--- src/rtl/mem_sched.sv ---
// mem_sched: request/grant scheduler for the shared external SRAM port.
// Arbitrates VGA, CPU and DMA requesters. It drives the active-low SRAM strobes,
// the address and the write data, and returns registered read data with
// per-requester grant and done pulses.
module mem_sched #(
    parameter int unsigned DATAWIDTH     = 16,
    parameter int unsigned ADDRWIDTH     = 16,
    parameter int unsigned ACCESS_CYCLES = 2,
    parameter int unsigned STARVE_LIMIT  = 4
) (
    input  logic                 clk,
    input  logic                 rst,
    input  logic                 vga_req,
    input  logic                 cpu_req,
    input  logic                 dma_req,
    input  logic                 vga_we,
    input  logic                 cpu_we,
    input  logic                 dma_we,
    input  logic [ADDRWIDTH-1:0] vga_addr,
    input  logic [ADDRWIDTH-1:0] cpu_addr,
    input  logic [ADDRWIDTH-1:0] dma_addr,
    input  logic [DATAWIDTH-1:0] cpu_wdata,
    input  logic [DATAWIDTH-1:0] dma_wdata,
    input  logic [DATAWIDTH-1:0] EXT_MEM_DATA,
    output logic                 vga_gnt,
    output logic                 cpu_gnt,
    output logic                 dma_gnt,
    output logic                 vga_done,
    output logic                 cpu_done,
    output logic                 dma_done,
    output logic [DATAWIDTH-1:0] rdata,
    output logic                 CE,
    output logic                 OE,
    output logic                 WE,
    output logic [ADDRWIDTH-1:0] EXT_MEM_ADDR,
    output logic [DATAWIDTH-1:0] DOUT_SRAM,
    output logic                 busy,
    output logic [1:0]           owner
);

    localparam int unsigned CYC_W = 3;
    localparam int unsigned STV_W = 4;

    localparam logic [1:0] ST_IDLE   = 2'd0;
    localparam logic [1:0] ST_ACCESS = 2'd1;
    localparam logic [1:0] ST_DONE   = 2'd2;

    localparam logic [1:0] OWN_NONE = 2'd0;
    localparam logic [1:0] OWN_VGA  = 2'd1;
    localparam logic [1:0] OWN_CPU  = 2'd2;
    localparam logic [1:0] OWN_DMA  = 2'd3;

    logic [1:0]           state, state_nxt;
    logic [CYC_W-1:0]     cyc_cnt, cyc_nxt;
    logic [STV_W-1:0]     starve_cnt, starve_nxt;
    logic                 acc_we, acc_we_nxt;
    logic [2:0]           gnt_q, gnt_nxt;
    logic [2:0]           done_q, done_nxt;
    logic                 ce_nxt, oe_nxt, we_nxt, busy_nxt;
    logic [1:0]           owner_nxt;
    logic [ADDRWIDTH-1:0] addr_nxt;
    logic [DATAWIDTH-1:0] dout_nxt, rdata_nxt;

    logic [1:0]           winner;
    logic                 sel_we;
    logic [ADDRWIDTH-1:0] sel_addr;
    logic [DATAWIDTH-1:0] sel_wdata;

    function automatic logic [2:0] owner_onehot(input logic [1:0] o);
        case (o)
            OWN_VGA: return 3'b001;
            OWN_CPU: return 3'b010;
            OWN_DMA: return 3'b100;
            default: return 3'b000;
        endcase
    endfunction

    assign vga_gnt  = gnt_q[0];
    assign cpu_gnt  = gnt_q[1];
    assign dma_gnt  = gnt_q[2];
    assign vga_done = done_q[0];
    assign cpu_done = done_q[1];
    assign dma_done = done_q[2];

    // Fixed priority VGA > CPU > DMA, with DMA promoted over CPU once starved
    always_comb begin
        winner    = OWN_NONE;
        sel_we    = 1'b0;
        sel_addr  = vga_addr;
        sel_wdata = '0;
        if (vga_req) begin
            winner = OWN_VGA;
        end else if (cpu_req && !(dma_req && starve_cnt == STV_W'(STARVE_LIMIT))) begin
            winner = OWN_CPU;
        end else if (dma_req) begin
            winner = OWN_DMA;
        end
        case (winner)
            OWN_CPU: begin
                sel_we    = cpu_we;
                sel_addr  = cpu_addr;
                sel_wdata = cpu_wdata;
            end
            OWN_DMA: begin
                sel_we    = dma_we;
                sel_addr  = dma_addr;
                sel_wdata = dma_wdata;
            end
            // VGA is read-only: its write enable is masked off
            default: sel_we = vga_we & 1'b0;
        endcase
    end

    // Next-state and next-output logic for IDLE -> ACCESS -> DONE
    always_comb begin
        state_nxt  = state;
        cyc_nxt    = cyc_cnt;
        starve_nxt = starve_cnt;
        acc_we_nxt = acc_we;
        owner_nxt  = owner;
        addr_nxt   = EXT_MEM_ADDR;
        rdata_nxt  = rdata;
        dout_nxt   = '0;
        ce_nxt     = 1'b1;
        oe_nxt     = 1'b1;
        we_nxt     = 1'b1;
        busy_nxt   = 1'b0;
        gnt_nxt    = '0;
        done_nxt   = '0;
        case (state)
            ST_IDLE: begin
                if (!dma_req) begin
                    starve_nxt = '0;
                end
                if (winner != OWN_NONE) begin
                    state_nxt  = ST_ACCESS;
                    cyc_nxt    = '0;
                    acc_we_nxt = sel_we;
                    owner_nxt  = winner;
                    addr_nxt   = sel_addr;
                    dout_nxt   = sel_we ? sel_wdata : '0;
                    ce_nxt     = 1'b0;
                    oe_nxt     = sel_we;
                    we_nxt     = !sel_we;
                    busy_nxt   = 1'b1;
                    gnt_nxt    = owner_onehot(winner);
                    if (winner == OWN_CPU && dma_req && starve_cnt != STV_W'(STARVE_LIMIT)) begin
                        starve_nxt = starve_cnt + STV_W'(1);
                    end else if (winner == OWN_DMA) begin
                        starve_nxt = '0;
                    end
                end
            end
            ST_ACCESS: begin
                if (cyc_cnt == CYC_W'(ACCESS_CYCLES - 1)) begin
                    state_nxt = ST_DONE;
                    done_nxt  = owner_onehot(owner);
                    if (!acc_we) begin
                        rdata_nxt = EXT_MEM_DATA;
                    end
                end else begin
                    cyc_nxt  = cyc_cnt + CYC_W'(1);
                    ce_nxt   = 1'b0;
                    oe_nxt   = acc_we;
                    we_nxt   = !acc_we;
                    dout_nxt = DOUT_SRAM;
                    busy_nxt = 1'b1;
                end
            end
            ST_DONE: state_nxt = ST_IDLE;
            default: state_nxt = ST_IDLE;
        endcase
    end

    // State and registered outputs
    always_ff @(posedge clk) begin
        if (rst) begin
            state        <= ST_IDLE;
            cyc_cnt      <= '0;
            starve_cnt   <= '0;
            acc_we       <= 1'b0;
            owner        <= OWN_NONE;
            EXT_MEM_ADDR <= '0;
            DOUT_SRAM    <= '0;
            rdata        <= '0;
            CE           <= 1'b1;
            OE           <= 1'b1;
            WE           <= 1'b1;
            busy         <= 1'b0;
            gnt_q        <= '0;
            done_q       <= '0;
        end else begin
            state        <= state_nxt;
            cyc_cnt      <= cyc_nxt;
            starve_cnt   <= starve_nxt;
            acc_we       <= acc_we_nxt;
            owner        <= owner_nxt;
            EXT_MEM_ADDR <= addr_nxt;
            DOUT_SRAM    <= dout_nxt;
            rdata        <= rdata_nxt;
            CE           <= ce_nxt;
            OE           <= oe_nxt;
            WE           <= we_nxt;
            busy         <= busy_nxt;
            gnt_q        <= gnt_nxt;
            done_q       <= done_nxt;
        end
    end

endmodule

--- config.mk ---
export PLATFORM = sky130hd
export DESIGN_NAME = mem_sched
export DESIGN_NICKNAME = d
export VERILOG_FILES = /design/src/rtl/mem_sched.sv
export SDC_FILE = /design/constraint.sdc
export NUM_CORES = 1
export LEC_CHECK = 0
export ABC_AREA = 1
export CAP_MARGIN = 20
export CORE_UTILIZATION = 40
export CTS_CLUSTER_SIZE = 8
export DETAILED_ROUTE_END_ITERATION = 7
export GPL_ROUTABILITY_DRIVEN = 0
export PLACE_DENSITY = 0.8
export SLEW_MARGIN = 15
export SYNTH_ARGS = -nofsm -noshare
export SYNTH_HDL_FRONTEND = slang
export SYNTH_SLANG_ARGS = --single-unit
--- constraint.sdc ---
create_clock -name clk -period 2.6 [get_ports clk]
set_clock_uncertainty 0.05 [all_clocks]
set_input_delay 0.52 -clock clk [delete_from_list [all_inputs] [get_ports clk]]
set_output_delay 0.52 -clock clk [all_outputs]
set_load 0.01 [all_outputs]
**After elaboration in Yosys (flattened, before gate mapping)**

Index checks and enable logic that the tools add are counted.

- Bits in registers: 70

- Bitwise gates (word level): 5
- Reductions and logical operators: 16
- Multiplexer cells: 34
- Add/sub/neg operators: 2
- Eq/ne operators: 13

Operator list:

| kind | number |
|---|---|
| $pmux W16 S2 | 3 |
| $mux W16 | 3 |
| $pmux W3 S3 | 2 |
| $mux W4 | 4 |
| $mux W2 | 5 |
| $pmux W1 S2 | 5 |
| $eq A2 B2 Y1 const B | 4 |
| $mux W1 | 8 |
| $eq A2 B1 Y1 const B | 3 |
| $mux W3 | 2 |
| $ne A2 B2 Y1 const B | 3 |
| $pmux W3 S2 | 1 |
| $reduce_and A3 Y1 | 2 |
| $reduce_or A3 Y1 | 2 |
| $not A1 Y1 | 5 |
| $add A4 B1 Y4 const B | 1 |
| $eq A4 B3 Y1 const B | 1 |
| $logic_and A1 B1 Y1 | 4 |
| $ne A4 B3 Y1 const B | 1 |
| $pmux W2 S2 | 1 |
| $reduce_and A2 Y1 | 2 |
| $reduce_bool A2 Y1 | 2 |
| $add A3 B1 Y3 const B | 1 |
| $eq A3 B1 Y1 const B | 1 |
| 2 further kinds | 4 |

**Depth between registers and ports, before layout**

Gate-level depths: netlist of run 1.

- Depth after elaboration: 11
- Gate-level depth with buffers: 12
- Depth with buffers taken out: 11

**Least setup slack after synthesis of run 1**

OpenSTA, ideal clock, no wires.

- Path kind: reg-to-reg
- From: register starve_cnt[0]
- To: register DOUT_SRAM[10]
- Arrival: 1.483 ns
- Library setup time: 0.070 ns
- Data required time: 2.480 ns
- Period minus slack after synthesis: 1.604 ns
- Cell stages (with the launch flop): 12
- Setup slack: 0.996 ns
- Cell sequence: dfxtp_1 -> inv_1 -> ha_1 -> nand3_1 -> nand2_2 -> nand2_2 -> buf_6 -> nand3_2 -> nand2_2 -> buf_6 -> nand3_1 -> a21oi_1

- Cells in the longest elaborated chain, start to end: 11
- Elaborated cells between the ends (all ways): 14

RTL lines:

| element | RTL line | source |
|---|---|---|
| start, declared | 55 | `logic [STV_W-1:0] starve_cnt, starve_nxt;` |
| start signal, assigned | 195 | `starve_cnt <= starve_nxt;` |
| $eq A4 B3 Y1 * | 93 | `end else if (cpu_req && !(dma_req && starve_cnt == STV_W'(STARVE_LIMIT))) begin` |
| $logic_and A1 B1 Y1 * | 93 |  |
| $logic_not A1 Y1 * | 93 |  |
| $logic_and A1 B1 Y1 * | 93 |  |
| $mux W2 * | 93 |  |
| $mux W2 * | 91 | `if (vga_req) begin` |
| $eq A2 B2 Y1 | 98 | `case (winner)` |
| $pmux W16 S2 or $pmux W1 S2 (tied branches) | 98 |  |
| $mux W16 | 141 | `dout_nxt = sel_we ? sel_wdata : '0;` |
| $mux W16 * | 135 | `if (winner != OWN_NONE) begin` |
| $pmux W16 S2 * | 130 | `case (state)` |
| end signal, assigned | 199 | `DOUT_SRAM <= dout_nxt;` |
| end, declared | 36 | `output logic [DATAWIDTH-1:0] DOUT_SRAM,` |

Mark *: on every way between the ends. The rest lies on a longest branch, timed or not.
A chain may end at the register's enable or synchronous reset.

**Final worst setup path of run 1**

- From: input dma_req
- To: register cyc_cnt[2]

- Cells in the longest elaborated chain, start to end: 8
- Elaborated cells between the ends (all ways): 9

RTL lines:

| element | RTL line | source |
|---|---|---|
| start, declared | 15 | `input logic dma_req,` |
| $logic_and A1 B1 Y1 | 93 |  |
| $logic_not A1 Y1 | 93 |  |
| $logic_and A1 B1 Y1 | 93 |  |
| $mux W2 * | 93 |  |
| $mux W2 * | 91 |  |
| $reduce_bool A2 Y1 * | 135 |  |
| $ne A2 B2 Y1 (no source line) * | n/a |  |
| $reduce_and A3 Y1 (no source line) * | n/a |  |
| end signal, assigned | 194 | `cyc_cnt <= cyc_nxt;` |
| end, declared | 54 | `logic [CYC_W-1:0] cyc_cnt, cyc_nxt;` |

Marked as above.

==> impl_metrics.yaml, run 1 <==
route:
  avgViaCountPerCell: 4.83
  wl_per_cell_um: 12.6
  vias: 3544
  drt_drc_violations_left: 0
  routed_wirelength_mm: 9.28
  drt_first_iter_violations: 97
  antenna_left: 0
  drt-pass1-iter-count: 4
critical_path:
  end_kind: "register"
  reg2reg_depth: 7
  required_ps: 2810
  crit_path_start: "dma_req"
  worst_ep_arrival_time_ps: 2220
  rrSetupSlack_ps: 610
  start_kind: "input port"
  r2r-end: "rdata[12]$_SDFFE_PP0P_"
  worstReg2RegStart: "cyc_cnt[0]$_SDFFE_PP0P_"
  cp_max_fo: 18
  crit_path_end: "cyc_cnt[2]$_SDFFE_PP0P_"
  path_class: "input port to register"
die:
  fp.dieW_um: 91.9
  core-area_um2: 7770
  die_h_um: 91.9
  dieArea_um2: 8450
  row_count: 32
  initial_core_util_pct: 41.7
  ios: 164
pwr:
  p_leak_nw: 2.15
  vdd_drop_max_uv: 318
  p_comb_share_pct: 24.0
  p_seq_share_pct: 40.1
  total_power_mw: 2.96
  p_clk_share_pct: 35.9
  internal_power_mw: 2.16
  p_per_area_nw_per_um2: 571
  p_sw_mw: 0.805
  swShare_pct: 27.2
placement:
  place.port_buffers: 162
  placed_cells: 718
  dp_worst_setup_slack_ps: 235
  dp_hpwl_mm: 6.89
clock_network:
  numCtsBuffers: 9
  clock_sinks: 70
  htreeDepth: 3
  path_clk_slew_ps: 80
  cts_tree: "built"
  postCtsHoldBufs: 0
  clockRootBuffer: "clkbuf_8"
  postCtsSetupBuffers: 0
  clockBufferDepth: 2
  clk_latency_ps: 340
  cts_resized: 0
timing:
  max_freq_ghz: 0.496
  setup_viol: 0
  hold_viol: 0
  setup_tns_ps: 0
  slew_viol_final: 0
  rsz0062_at_grt: "false"
  post-route-period-util_pct: 77.6
  worst_slew_pin_slew_ps: 681
  max_slew_margin_pct: 54.6
  layout_min_cycle_time_ps: 2020
  setup_ws_ps: 583
  whs_ps: 417
synth:
  ys_seq_elements: 70
  synth_area_um2: 3240
  synth.yosys.seq_area_share_pct: 43.3
  synth_flop_cell: "dfxtp_1"
  synthDistinctLibCells: 29
  synth_compound_area_share_pct: 10.6
  syn_nets: 576
  synth_top_family_by_area: "simple AND/OR/NAND/NOR gates"
  synth_edf_count: 0
  syn-instance-count: 468
  synthAdderAreaFrac_pct: 1.55
  synthSimpleGateAreaFrac_pct: 35.4
  ys.warnings.count: 0
  syn-mean-instance-area_um2: 6.91
  synth_mux_area_share_pct: 0
  yosys.area_share.xor_xnor_pct: 0.541
  synth-async-reset-ratio_pct: 0
grt:
  grt_usage_pct: 22.9
  overflow: 0
  grt_pass1_wl_mm: 15.5
  grt_pass1_vias: 3445
  antenna_found_initial: 0
  grt_start_max_net_pins: 25
flow_run:
  drv_cap: 0
outcome:
  status: "completed"
layout:
  antenna_cells: 0
  area_growth_pct: 60.2
  drive_gt1_share_pct: 6.65
  final_nets: 735
  instances_no_fill: 734
min_path:
  hp-class: "register to register"
## per-stage QoR
step,instance area [um^2],util [%]
global route,5180,66.8
finish,5180,66.8
global placement,4940,63.6
detailed placement,4940,63.6
CTS,5180,66.8
floorplan,3240,-
## state kept, by name (all words and copies together), names as in the netlist
name	count
DOUT_SRAM	16
EXT_MEM_ADDR	16
rdata	16
starve_cnt	4
cyc_cnt	3
done_q	3
gnt_q	3
owner	2
state	2
CE	1
OE	1
WE	1
acc_we	1
busy	1
## layer usage
layer / vias to the layer above / GRT usage (%) / part of all wire (%)
met2: 109 / 41.4 / 51
met3: 15 / 5.64 / 6.3
li1: 1841 / - / -
met5: - / 0 / 0
met4: 0 / 8.46 / 1.7
met1: 1579 / 25.8 / 41
## worst max-delay path, stage by stage
cell             delay (ps)
clkdlybuf4s50_1         520
nor2_1                  360
nand2_2                 120
nand2_4                  90
buf_4                   250
nand2_1                 140
nor3_1                  220
## area by class of cell
| type | count | area (um^2) |
|---|---|---|
| Clock buffer | 9 | 124 |
| Inverter | 40 | 153 |
| Sequential cell | 70 | 1400 |
| Tap cell | 102 | 128 |
| Clock inverter | 7 | 121 |
| Fill cell | 669 | 2580 |
| Timing Repair Buffer | 173 | 1700 |
| Multi-Input combinational cell | 333 | 1550 |
## Yosys cell counts (2+ instances only)
library cell | count | area share (%)
a21oi_1 | 37 | 5.7
buf_2 | 9 | 1.4
buf_4 | 2 | 0.46
buf_6 | 2 | 0.70
clkbuf_1 | 11 | 1.3
dfxtp_1 | 70 | 43
ha_1 | 4 | 1.5
inv_1 | 36 | 4.2
inv_2 | 3 | 0.35
nand2_1 | 97 | 11
nand2_2 | 4 | 0.77
nand3_1 | 55 | 8.5
nand4_1 | 17 | 3.3
nor2_1 | 75 | 8.7
nor2_2 | 3 | 0.58
nor2_4 | 2 | 0.70
nor3_1 | 6 | 0.93
o21ai_0 | 23 | 3.6
o21ai_1 | 2 | 0.31
## placed cells by master (no fill, tap or decap), drive strengths merged
cell type      count
o211ai             1
buf               11
dfxtp             70
nand3             56
bufinv             3
nor3               6
ha                 4
o41ai              1
o31ai              1
xnor2              1
clkinv             3
clkbuf             9
nand4             17
clkdlybuf4s50    162
nor2              80
inv               41
o21ai             25
a211oi             1
a21oi             37
nand2            102
xor2               1
## power by group through the flow
stage               logic, mW  clock network [mW]  registers (mW)
finish                  0.711                1.06            1.19
global route            0.783                1.14            1.20
CTS                     0.715                1.09            1.19
detailed placement      0.711                   0            1.21
global placement        0.701                   0            1.21
floorplan               0.306                   0            1.25
## cells by family after synthesis
family                     count (synthesis)
xor gates and xnor gates                   2
DFF                                       70
buffers and inverters                     65
adders and majority gates                  4
AOI/OAI and AO/OA                         66
and+or+nand+nor                          261
## how the worst min path moves through the flow
| stage | from | end | slack (ps) | depth (start not counted) |
|---|---|---|---|---|
| CTS | DOUT_SRAM[15]$_SDFFE_PP0N_ | DOUT_SRAM[15]$_SDFFE_PP0N_ | 420 | 2 |
| global route | owner[1]$_SDFFE_PP0P_ | done_q[0]$_SDFF_PP0_ | 430 | 1 |
| detailed placement | DOUT_SRAM[15]$_SDFFE_PP0N_ | DOUT_SRAM[15]$_SDFFE_PP0N_ | 410 | 2 |
| global placement | owner[1]$_SDFFE_PP0P_ | done_q[0]$_SDFF_PP0_ | 390 | 1 |
| finish | DOUT_SRAM[15]$_SDFFE_PP0N_ | DOUT_SRAM[15]$_SDFFE_PP0N_ | 420 | 2 |
| floorplan | acc_we$_SDFFE_PP0P_ | OE$_SDFF_PP1_ | 390 | 2 |
Power figures use the tool's default switching activity.
==> run 2: changes to the inputs <==
clock period = 2.1 ns   (was 2.6 ns; I/O delays follow)
==> impl_metrics.yaml, run 2 (synthesized netlist as in run 1, its figures left out) <==
critical_path:
  worstReg2RegStart: "starve_cnt[0]$_SDFFE_PP0P_"
  end_kind: "register"
  worst_ep_arrival_time_ps: 2040
  reg2reg_depth: 9
  path_class: "input port to register"
  start_kind: "input port"
  r2r-end: "DOUT_SRAM[4]$_SDFFE_PP0N_"
  rrSetupSlack_ps: 350
  required_ps: 2340
  cp_max_fo: 17
grt:
  use_met2_pct: 42.8
  overflow: 0
  grt_start_max_net_pins: 40
  gr-max-usage-layer: "met2"
  gr-usage-met1_pct: 26.4
  grt_use_met3_pct: 5.39
  grt_usage_pct: 23.4
  antenna_found_initial: 0
  grt_pass1_wl_mm: 15.9
  grt_pass1_vias: 3521
route:
  vias: 3625
  drt-pass1-iter-count: 4
  avgViaCountPerCell: 4.89
  wl_per_cell_um: 12.8
  drt_drc_violations_left: 0
  routed_wirelength_mm: 9.49
  antenna_left: 0
  drt_first_iter_violations: 122
layout:
  design_area_um2: 5220
  drive_gt1_share_pct: 7.67
  area_growth_pct: 61.2
  final_nets: 742
  multi_input_area_um2: 1550
  seqCellArea_um2: 1400
  mostFrequentLayoutCell: "clkdlybuf4s50_1"
  fillers: 689
  reg_top3: "DOUT_SRAM (16), EXT_MEM_ADDR (16), rdata (16)"
  layout_common_cells: "162 x clkdlybuf4s50_1, 97 x nand2_1, 75 x nor2_1, 70 x dfxtp_1, 55 x nand3_1"
  utilization_pct: 67.1
  antenna_cells: 0
flow_run:
  drv_cap: 0
die:
  fp.dieW_um: 91.9
  dieArea_um2: 8450
  core-area_um2: 7770
  die_h_um: 91.9
  row_count: 32
  initial_core_util_pct: 41.7
  ios: 164
clock_network:
  clockBufferDepth: 2
  cts_resized: 0
  clock_sinks: 70
  postCtsHoldBufs: 0
  path_clk_slew_ps: 80
  postCtsSetupBuffers: 0
  clk_latency_ps: 330
  clockRootBuffer: "clkbuf_8"
  cts_tree: "built"
  numCtsBuffers: 9
  htreeDepth: 3
placement:
  dp_hpwl_mm: 7.02
  dp_worst_setup_slack_ps: -19.2
  postPlaceCellArea_um2: 5020
  place.port_buffers: 162
min_path:
  min_to: "DOUT_SRAM[9]$_SDFFE_PP0N_"
  holdPathStages: 2
  hp-class: "register to register"
  hp-start: "DOUT_SRAM[9]$_SDFFE_PP0N_"
timing:
  setup_viol: 0
  max_freq_ghz: 0.555
  slew_viol_final: 0
  post-route-period-util_pct: 85.7
  hold_viol: 0
  max_slew_margin_pct: 58.5
  setup_ws_ps: 299
  worst_slew_pin_slew_ps: 622
  rsz0062_at_grt: "false"
  layout_min_cycle_time_ps: 1800
pwr:
  total_power_mw: 3.46
  vdd_drop_max_uv: 455
  p_per_area_nw_per_um2: 664
  p_leak_nw: 2.17
outcome:
  status: "completed"
run 2: cell count changes in the layout (fill, tap and decap cells not counted):
cell / delta
bufinv_16: -2
clkinv_2: +1
buf_12: +2
buf_4: +5
clkinvlp_4: +1
run 2: layout make-up:
class	instances	share of cell area, %
clock buffers	9	2.38
clock inverters	7	1.42
inverters	40	2.93
multi-input cells	333	29.8
flip-flops and latches	70	26.9
well taps	102	2.45
repair buffers	180	34.2
run 2: power breakdown:
group | switching (mW) | leakage, nW | internal (mW)
Clock | 0.517 | 0.0996 | 0.552
Combinational | 0.436 | 1.50 | 0.481
Sequential | 0.0500 | 0.572 | 1.42
Total | 1.00 | 2.17 | 2.46
run 2: critical path: stages:
cell,delay [ps]
clkdlybuf4s50_1,530
nor2_1,60
buf_4,150
nor2_4,110
buf_4,130
nand2_1,70
inv_2,250
nand2_1,110
nand3_1,90
nand2_1,60
inv_1,40
run 2: stage by stage:
stage               hold WS [ps]  std cells  setup TNS, ps
finish                       415        741              0
detailed placement           403        725          -22.8
global placement             391        725              0
floorplan                    392        468              0
CTS                          403        741              0
global route                 431        741              0
run 2: how the worst max path moves through the flow:
stage                                    start  cells past startpoint  slack, ps                            to
floorplan           starve_cnt[0]$_SDFFE_PP0P_                     11        500    DOUT_SRAM[10]$_SDFFE_PP0N_
global placement                       dma_req                      7         30                 OE$_SDFF_PP1_
detailed placement                     dma_req                      7        -20                 OE$_SDFF_PP1_
CTS                      owner[0]$_SDFFE_PP0P_                      1        310                      owner[0]
global route                           dma_req                      7        160                 OE$_SDFF_PP1_
finish                                 cpu_req                     11        300  EXT_MEM_ADDR[4]$_SDFFE_PP0P_
run 2: layer usage:
layer / up-vias / share of wire (%) / routed length (um)
met2: 107 / 52 / 4930
met1: 1663 / 41 / 3860
li1: 1845 / - / -
met5: - / 0 / 0
met4: 0 / 1.6 / 151
met3: 10 / 5.8 / 548
==> run 3: changes to the inputs <==
CTS_CLUSTER_DIAMETER = 80   (was default)
==> results of run 3 <==
The final DEF is identical to that of run 2; final timing and power are the same.
